**config.mk**
```make
export PLATFORM = sky130hd
export DESIGN_NAME = leg_gate_monitor
export DESIGN_NICKNAME = d
export VERILOG_FILES = /design/src/rtl/leg_gate_monitor.sv
export SDC_FILE = /design/constraint.sdc
export NUM_CORES = 1
export LEC_CHECK = 0
export CAP_MARGIN = 25
export CORE_MARGIN = 3
export CORE_UTILIZATION = 45
export DETAILED_ROUTE_END_ITERATION = 12
export DONT_BUFFER_PORTS = 1
export GPL_ROUTABILITY_DRIVEN = 0
export GPL_TIMING_DRIVEN = 0
export SYNTH_ARGS = -nofsm -noshare
export SYNTH_HDL_FRONTEND = slang
export SYNTH_SLANG_ARGS = --single-unit
```
**constraint.sdc**
```tcl
create_clock -name CLK -period 5.25 [get_ports CLK]
set_input_delay 0.2625 -clock CLK [delete_from_list [all_inputs] [get_ports CLK]]
set_output_delay 0.2625 -clock CLK [all_outputs]
set_load 0.03 [all_outputs]
```
**src/rtl/leg_gate_monitor.sv**
```systemverilog
// leg_gate_monitor
// Read-back monitor for one half-bridge leg. The Q1/Q2 gate feedback pins
// are synchronized and glitch-filtered, then decoded into a leg state.
// The actual dead time is measured on every complementary transition.
// Sticky faults are raised for shoot-through, short dead time and
// command/feedback mismatch, and are held until fault_clear.

module leg_gate_monitor #(
  parameter int FILTER_COUNT     = 3,
  parameter int MIN_DEADTIME     = 4,
  parameter int MISMATCH_TIMEOUT = 16,
  parameter int CNT_WIDTH        = 8
) (
  input  logic                 CLK,
  input  logic                 RST_N,
  input  logic                 Q1_cmd,
  input  logic                 Q2_cmd,
  input  logic                 Q1_fb,
  input  logic                 Q2_fb,
  input  logic                 fault_clear,
  output logic                 Q1_filt,
  output logic                 Q2_filt,
  output logic [1:0]           leg_state,
  output logic [CNT_WIDTH-1:0] deadtime_meas,
  output logic                 deadtime_valid,
  output logic                 fault_shoot,
  output logic                 fault_deadtime,
  output logic                 fault_mismatch,
  output logic                 fault_any
);

  // Leg states use the same encoding as leg_state: {top on, bottom on}.
  localparam logic [1:0] ST_DEAD  = 2'b00;
  localparam logic [1:0] ST_LOW   = 2'b01;
  localparam logic [1:0] ST_HIGH  = 2'b10;
  localparam logic [1:0] ST_SHOOT = 2'b11;

  // Which switch was conducting before the leg last went dead.
  localparam logic [1:0] LAST_NONE = 2'b00;
  localparam logic [1:0] LAST_LOW  = 2'b01;
  localparam logic [1:0] LAST_HIGH = 2'b10;

  localparam logic [3:0]           FILT_LAST = 4'(FILTER_COUNT - 1);
  localparam logic [CNT_WIDTH-1:0] CNT_MAX   = '1;
  localparam logic [CNT_WIDTH-1:0] MIN_DT    = CNT_WIDTH'(MIN_DEADTIME);
  localparam logic [CNT_WIDTH-1:0] MM_LIMIT  = CNT_WIDTH'(MISMATCH_TIMEOUT);

  // Bit 1 carries the top switch (Q1), bit 0 the bottom switch (Q2).
  logic [1:0] fb_pin;
  logic [1:0] cmd_vec;
  logic [1:0] filt_q_vec;
  logic [1:0] filt_d_vec;

  assign fb_pin  = {Q1_fb, Q2_fb};
  assign cmd_vec = {Q1_cmd, Q2_cmd};

  // ---------------------------------------------------------------------
  // Per-pin synchronizer and glitch filter
  // ---------------------------------------------------------------------
  for (genvar gi = 0; gi < 2; gi++) begin : g_fb
    logic       sync1_q, sync1_d;
    logic       sync2_q, sync2_d;
    logic       filt_q, filt_d;
    logic [3:0] cnt_q, cnt_d;

    // Two-flop synchronizer, then a hold counter: the filtered level only
    // follows once the synced level has differed for FILTER_COUNT cycles.
    always_comb begin
      sync1_d = fb_pin[gi];
      sync2_d = sync1_q;
      filt_d  = filt_q;
      cnt_d   = cnt_q;
      if (sync2_q == filt_q) begin
        cnt_d = '0;
      end else if (cnt_q == FILT_LAST) begin
        filt_d = sync2_q;
        cnt_d  = '0;
      end else begin
        cnt_d = cnt_q + 4'd1;
      end
    end

    // Synchronizer and filter registers.
    always_ff @(posedge CLK or negedge RST_N) begin
      if (!RST_N) begin
        sync1_q <= 1'b0;
        sync2_q <= 1'b0;
        filt_q  <= 1'b0;
        cnt_q   <= '0;
      end else begin
        sync1_q <= sync1_d;
        sync2_q <= sync2_d;
        filt_q  <= filt_d;
        cnt_q   <= cnt_d;
      end
    end

    assign filt_q_vec[gi] = filt_q;
    assign filt_d_vec[gi] = filt_d;
  end

  // ---------------------------------------------------------------------
  // Leg state, dead-time measurement, mismatch timer and faults
  // ---------------------------------------------------------------------
  logic [1:0]           state_q, state_d;
  logic [1:0]           last_on_q, last_on_d;
  logic [CNT_WIDTH-1:0] dt_q, dt_d;
  logic [CNT_WIDTH-1:0] dt_inc;
  logic [CNT_WIDTH-1:0] meas_q, meas_d;
  logic                 valid_q, valid_d;
  logic                 dt_short;
  logic [CNT_WIDTH-1:0] mm_q, mm_d;
  logic [CNT_WIDTH-1:0] mm_inc;
  logic                 mm_active;
  logic                 mm_set;
  logic                 shoot_set;
  logic                 fault_shoot_q, fault_shoot_d;
  logic                 fault_dt_q, fault_dt_d;
  logic                 fault_mm_q, fault_mm_d;
  logic                 fault_any_q, fault_any_d;

  // The state tracks the next filtered levels so leg_state changes on the
  // same edge as Q1_filt/Q2_filt.
  always_comb begin
    state_d = filt_d_vec;
  end

  // Dead-time counting and measurement on complementary transitions.
  // The count includes the exit cycle, so a leg that sat dead for N cycles
  // reports N.
  always_comb begin
    dt_inc    = (dt_q == CNT_MAX) ? dt_q : dt_q + 1'b1;
    dt_d      = dt_q;
    meas_d    = meas_q;
    valid_d   = 1'b0;
    dt_short  = 1'b0;
    last_on_d = last_on_q;

    if (state_q == ST_DEAD) begin
      dt_d = dt_inc;
    end
    if ((state_d == ST_DEAD) && (state_q != ST_DEAD)) begin
      dt_d = '0;
    end

    case (state_d)
      ST_LOW:   last_on_d = LAST_LOW;
      ST_HIGH:  last_on_d = LAST_HIGH;
      ST_SHOOT: last_on_d = LAST_NONE;
      default:  last_on_d = last_on_q;
    endcase

    if ((state_q == ST_DEAD) &&
        (((state_d == ST_LOW)  && (last_on_q == LAST_HIGH)) ||
         ((state_d == ST_HIGH) && (last_on_q == LAST_LOW)))) begin
      // Genuine handover through a dead interval.
      meas_d   = dt_inc;
      valid_d  = 1'b1;
      dt_short = (dt_inc < MIN_DT);
    end else if (((state_q == ST_LOW)  && (state_d == ST_HIGH)) ||
                 ((state_q == ST_HIGH) && (state_d == ST_LOW))) begin
      // Handover with no dead cycle at all.
      meas_d   = '0;
      valid_d  = 1'b1;
      dt_short = 1'b1;
    end
  end

  // Mismatch timer: consecutive cycles where filtered feedback disagrees
  // with the command. The fault fires once, on the cycle the count arrives
  // at the limit, not on every saturated cycle afterwards.
  always_comb begin
    mm_active = (filt_q_vec != cmd_vec);
    mm_inc    = (mm_q == CNT_MAX) ? mm_q : mm_q + 1'b1;
    mm_d      = mm_active ? mm_inc : '0;
    mm_set    = mm_active && (mm_q != MM_LIMIT) && (mm_inc == MM_LIMIT);
  end

  // Sticky faults: a set condition beats fault_clear, and shoot-through
  // cannot be cleared while the leg is still shorted.
  always_comb begin
    shoot_set     = (state_d == ST_SHOOT);
    fault_shoot_d = shoot_set |
                    (fault_shoot_q & ~(fault_clear & (state_q != ST_SHOOT)));
    fault_dt_d    = dt_short | (fault_dt_q & ~fault_clear);
    fault_mm_d    = mm_set | (fault_mm_q & ~fault_clear);
    fault_any_d   = fault_shoot_q | fault_dt_q | fault_mm_q;
  end

  // State, counters, measurement and fault registers.
  always_ff @(posedge CLK or negedge RST_N) begin
    if (!RST_N) begin
      state_q       <= ST_DEAD;
      last_on_q     <= LAST_NONE;
      dt_q          <= '0;
      meas_q        <= '0;
      valid_q       <= 1'b0;
      mm_q          <= '0;
      fault_shoot_q <= 1'b0;
      fault_dt_q    <= 1'b0;
      fault_mm_q    <= 1'b0;
      fault_any_q   <= 1'b0;
    end else begin
      state_q       <= state_d;
      last_on_q     <= last_on_d;
      dt_q          <= dt_d;
      meas_q        <= meas_d;
      valid_q       <= valid_d;
      mm_q          <= mm_d;
      fault_shoot_q <= fault_shoot_d;
      fault_dt_q    <= fault_dt_d;
      fault_mm_q    <= fault_mm_d;
      fault_any_q   <= fault_any_d;
    end
  end

  assign Q1_filt        = filt_q_vec[1];
  assign Q2_filt        = filt_q_vec[0];
  assign leg_state      = state_q;
  assign deadtime_meas  = meas_q;
  assign deadtime_valid = valid_q;
  assign fault_shoot    = fault_shoot_q;
  assign fault_deadtime = fault_dt_q;
  assign fault_mismatch = fault_mm_q;
  assign fault_any      = fault_any_q;

endmodule

```
==> reports/qor.csv, run 1 <==
metric,value,unit
crit_path_end_kind,flip-flop,
syn_area_per_cell,9.77,um2
status,"finished, final reports clean",
core_area,4820,um2
ys.warnings.count,0,
syn-cell-area,2290,um2
async_flop_share,1.00,
worst_ir_drop_vdd,0.283,mV
grt_pass1_wl,7470,um
ctsLongestPathBuffers,2,
cts_buffers,5,
cellLeakagePower,1.14,nW
wl_per_cell,14.2,um
place_hpwl,3120,um
fin_nets,260,
period_share,0.448,
ios,24,
fin_setup_tns,0,ns
timing.max_cap.violations,0,
crit_type,flip-flop to flip-flop,
ant_nets,0,
max_freq,425,MHz
n_fill_cell,469,
rsz0062_at_grt,false,
grt_max_degree,46,
wl,4450,um
drv_slew,0,
ys_ff_latch,45,
cts_resized,0,
h-tree-depth,2,
finalSetupViolations,0,
area_growth,10.8,%
setup_ws,2.90,ns
viasPerCell,5.39,
synth_top_flop_cell,dfrtp_1,
start_kind,flip-flop,
overflow,0,
antenna_found_initial,0,
tightest_slew,0.802,ns
period_needed,2.35,ns
grtUsageMet1,0.213,
syn_inst,234,
synthesis.nets,248,
drive_gt1_frac,0.0972,
start_util,0.475,
cts_tree,built,
row_count,25,
diodes,0,
dr.pass1.iters,4,
crit_required,5.41,ns
p_per_area,481,nW/um2
ys_types,42,
final_area,2530,um2
clock_latency,0.31,ns
drt-initial-drc-count,71,
busiest_layer,met2,
skew,0.0125,ns
place_area,2370,um2
cp_data_arrival_time,2.51,ns
place_ws,2.92,ns
grtUsageTotal,0.159,
synth-seq-area-share,0.493,
hold_path.class,input pin to flip-flop,
grtUsageMet2,0.249,
synth_edf_count,0,
max_slew_margin,0.462,
fp.dieArea,5970,um2
drc,0,
die_w,77.3,um
cp_max_fo,5,
grt_pass1_vias,1528,
vias,1694,
clockRootBuffer,clkbuf_8,
portBuffers,0,
clk_pin_slew,0.09,ns
hold_violations,0,
dieHeight,77.3,um
cts_num_sinks,45,
gr-usage-met3,0.0411,
==> repair_timing <==
item                      in CTS  in global routing
hold buffers                   4                  0
setup buffers                  0                  0
hold endpoints to repair      47                  0
==> cells by family (layout without fill, tap and decap cells) <==
kind of cell               Yosys count  in the layout  synth area share
and+or+nand+nor                     91             91             0.202
AOI/OAI and AO/OA                   46             46             0.119
DFF                                 45             45             0.493
buffers and inverters               20             33            0.0378
muxes                               13             13            0.0640
xor gates and xnor gates            12             12            0.0460
adders and majority gates            7              7            0.0383
==> per-stage QoR <==
step | instances | power, W | util | hold WS [ns]
floorplan | 234 | 0.000895 | - | -0.0331
global placement | 301 | 0.000983 | 0.492 | -0.0320
CTS | 313 | 0.00124 | 0.525 | 0.125
global route | 314 | 0.00131 | 0.526 | 0.166
finish | 314 | 0.00122 | 0.526 | 0.135
detailed placement | 301 | 0.000987 | 0.492 | -0.0320
==> path summary, 6_finish.rpt <==
path	endpoint	slack, ns	cells after the start	startpoint
worst max-delay path	deadtime_meas[4]	2.90	8	g_fb[1].cnt_q[0]
worst min-delay path	fault_shoot	0.13	3	fault_clear
worst max register to register	deadtime_meas[4]	2.90	8	g_fb[1].cnt_q[0]
worst min register to register	g_fb[0].sync2_q	0.36	0	g_fb[0].sync1_q
max in group asynchronous	dt_q[0]	4.57	2	RST_N
min in group asynchronous	g_fb[0].sync1_q	0.46	2	RST_N
==> metal layers <==
layer  routed length (um)  vias up  share of wire
met5                    0        -              0
met4                   63        0          0.014
met3                  167        6          0.038
met2                 2080       25           0.47
met1                 2140      815           0.48
li1                     -      848              -
==> cell usage in the layout, fill, tap and decap left out, types with 4 or more instances in the layout <==
| cell type | n |
|---|---|
| clkbuf_1 | 7 |
| dfrtp_1 | 45 |
| and3_1 | 4 |
| o21ai_0 | 14 |
| a21oi_1 | 13 |
| ha_1 | 7 |
| mux2i_1 | 11 |
| xnor2_1 | 5 |
| clkbuf_8 | 6 |
| nor2_1 | 29 |
| nand2_1 | 23 |
| inv_1 | 8 |
| nor3_1 | 5 |
| xor2_1 | 7 |
| o21ai_1 | 4 |
| nand3_1 | 11 |
==> report_power, final <==
part | leakage (nW) | internal (W) | switching [W]
Combinational | 0.494 | 0.000165 | 0.000246
Sequential | 0.591 | 0.000428 | 0.000146
Clock | 0.0518 | 0.000109 | 0.000122
==> final cells by class <==
cell class | instances | area [um2] | area share
repair buffers | 5 | 62.6 | 0.0247
well taps | 67 | 83.8 | 0.0331
flip-flops and latches | 45 | 1130 | 0.445
multi-input cells | 169 | 1070 | 0.424
clock inverters | 2 | 17.5 | 0.00692
inverters | 10 | 37.5 | 0.0148
plain buffers | 10 | 48.8 | 0.0193
clock buffers | 6 | 82.6 | 0.0326
==> worst max-delay path, stage by stage, from the launching register on <==
cell,delay (ns)
dfrtp_1,0.42
inv_1,0.07
ha_1,0.13
or3b_4,0.40
mux2i_2,0.33
inv_2,0.11
nor4b_2,0.27
o21ai_1,0.27
mux2i_1,0.20
==> synth_stat cells, drive strengths merged, types with 2 or more instances <==
master | count | area share
dfrtp | 45 | 0.49
a21oi | 13 | 0.028
nor4 | 2 | 0.0055
o21ai | 18 | 0.039
nor2 | 29 | 0.048
or2 | 2 | 0.0055
and3 | 4 | 0.011
or3b | 2 | 0.0099
buf | 3 | 0.0099
nand3b | 2 | 0.0066
nor4b | 2 | 0.013
o31ai | 2 | 0.0066
xnor2 | 5 | 0.019
a31oi | 2 | 0.0055
nand2 | 23 | 0.038
or3 | 3 | 0.0082
clkbuf | 7 | 0.011
nor3 | 5 | 0.011
xor2 | 7 | 0.027
nand3 | 11 | 0.024
a21o | 2 | 0.0066
nor4bb | 2 | 0.0088
ha | 7 | 0.038
inv | 10 | 0.016
mux2i | 13 | 0.064
==> sequential cells by signal, summed over array words and instances (netlist names), 2 cells and up <==
register	cells
last_on_q	2
deadtime_meas	8
dt_q	8
g_fb.sync1_q	2
mm_q	8
g_fb.sync2_q	2
g_fb.cnt_q	8
Power figures use the tool's default switching activity.
==> inputs of run 2 (changes only) <==
==> constraint.sdc (replaced) <==
create_clock -name CLK -period 2.2 [get_ports CLK]
set_input_delay 0.11 -clock CLK [delete_from_list [all_inputs] [get_ports CLK]]
set_output_delay 0.11 -clock CLK [all_outputs]
set_load 0.03 [all_outputs]
==> reports/qor.csv, run 2 (synthesis gave the netlist of run 1 again) <==
metric,value,unit,change
status,"finished, final reports clean",,unchanged
vias,1737,,was 1694
final_common_cell,dfrtp_1,,unchanged
h-tree-depth,2,,unchanged
overflow,0,,unchanged
p_total,0.00304,W,was 0.00122 W
ant_nets,0,,unchanged
clk_pin_slew,0.09,ns,about the same
max_slew_margin,0.564,,was 0.462
p_per_area,1160,nW/um2,was 481 nW/um2
max_freq,460,MHz,was 425 MHz
wl_per_cell,14.4,um,was 14.2 um
rsz0062_at_grt,true,,was false
crit_required,2.43,ns,was 5.41 ns
cp_data_arrival_time,2.41,ns,was 2.51 ns
cellLeakagePower,1.17,nW,was 1.14 nW
hold_violations,0,,unchanged
worst_ir_drop_vdd,0.686,mV,was 0.283 mV
ctsLongestPathBuffers,2,,unchanged
die_w,77.3,um,unchanged
grt_pass1_vias,1624,,was 1528
cp_max_fo,5,,unchanged
clockRootBuffer,clkbuf_8,,unchanged
crit_buf_inv,3,,was 2
mostFrequentLayoutCells,"dfrtp_1 (45), nor2_1 (29), nand2_1 (23), o21ai_0 (14), a21oi_1 (13)",,unchanged
skew,0.0108,ns,was 0.0125 ns
clock_latency,0.31,ns,about the same
path_cells,inv_1 > ha_1 > or3b_4 > mux2i_4 > buf_4 > nor4b_4 > o21a_1 > buf_6 > mux2i_1,,was inv_1 > ha_1 > or3b_4 > mux2i_2 > inv_2 > nor4b_2 > o21ai_1 > mux2i_1
area_growth,14.4,%,was 10.8%
drt-initial-drc-count,73,,was 71
crit_path_end_kind,flip-flop,,unchanged
antenna_found_initial,0,,unchanged
viasPerCell,5.43,,was 5.39
dr.pass1.iters,4,,unchanged
hold_path.class,input pin to flip-flop,,unchanged
timing.max_cap.violations,0,,unchanged
tightest_slew,0.652,ns,was 0.802 ns
grt_max_degree,46,,unchanged
row_count,25,,unchanged
grt_pass1_wl,7770,um,was 7470 um
grtUsageTotal,0.164,,was 0.159
path_delay_family,simple AND/OR/NAND/NOR gates,,unchanged
drc,0,,unchanged
start_kind,flip-flop,,unchanged
core_area,4820,um2,unchanged
period_share,0.989,,was 0.448
fin_nets,266,,was 260
start_util,0.475,,unchanged
ios,24,,unchanged
slowest_stage,or3b_4,,was dfrtp_1
cts_num_sinks,45,,unchanged
dieHeight,77.3,um,unchanged
setup_ws,0.0238,ns,was 2.90 ns
crit_type,flip-flop to flip-flop,,unchanged
drv_slew,0,,unchanged
cts_tree,built,,unchanged
place_ws,-0.132,ns,was 2.92 ns
slowest_delay,0.40,ns,was 0.42 ns
wl,4600,um,was 4450 um
portBuffers,0,,unchanged
cts_buffers,5,,unchanged
finalSetupViolations,0,,unchanged
period_needed,2.18,ns,was 2.35 ns
fp.dieArea,5970,um2,unchanged
place_hpwl,3120,um,unchanged
diodes,0,,unchanged
drive_gt1_frac,0.126,,was 0.0972
==> run 2: final cells by class <==
cell class,count,area [um2]
fillers,456,2200
flip-flops and latches,45,1130
multi-input cells,169,1100
repair buffers,11,113
well taps,67,83.8
clock buffers,6,82.6
plain buffers,10,52.6
inverters,10,37.5
clock inverters,2,17.5
==> run 2: worst paths after layout <==
path	from	end	slack (ns)	cells after the start
max in group asynchronous	RST_N	dt_q[0]	1.67	2
min in group asynchronous	RST_N	last_on_q[1]	0.31	2
worst min-delay path	fault_clear	fault_deadtime	0.09	2
worst max-delay path	g_fb[0].cnt_q[0]	deadtime_meas[1]	0.02	9
worst min register to register	g_fb[0].sync1_q	g_fb[0].sync2_q	0.36	0
worst max register to register	g_fb[0].cnt_q[0]	deadtime_meas[1]	0.02	9
==> run 2: metrics by stage <==
stage	setup TNS (ns)	cell area (um2)	hold slack [ns]	std cells	util
after floorplan	0	2290	-0.186	234	-
after global placement	-0.678	2370	-0.184	301	0.492
after detailed placement	-0.934	2370	-0.185	301	0.492
after CTS	0	2590	0.0894	317	0.538
after global routing	-0.635	2620	0.120	320	0.543
final	0	2620	0.0916	320	0.543
==> run 2: repair_timing <==
| item | 4_1_cts | 5_1_grt |
|---|---|---|
| setup endpoints to repair | 11 | 11 |
| setup buffers | 3 | 3 |
| gates resized for setup | 5 | 1 |
| hold buffers | 5 | 0 |
| hold endpoints to repair | 49 | 0 |
==> run 2: per-layer routing <==
| layer | track usage | vias to the layer above | share of wire |
|---|---|---|---|
| met4 | 0.0534 | 0 | 0.014 |
| met3 | 0.0411 | 6 | 0.042 |
| met1 | 0.219 | 825 | 0.47 |
| li1 | - | 863 | - |
| met5 | 0 | - | 0 |
| met2 | 0.260 | 43 | 0.47 |
==> run 2: power by group <==
part | internal [W] | switching, W | total (W)
registers | 0.00102 | 0.000349 | 0.00137
logic | 0.000485 | 0.000634 | 0.00112
clock network | 0.000261 | 0.000293 | 0.000553
total | 0.00177 | 0.00128 | 0.00304
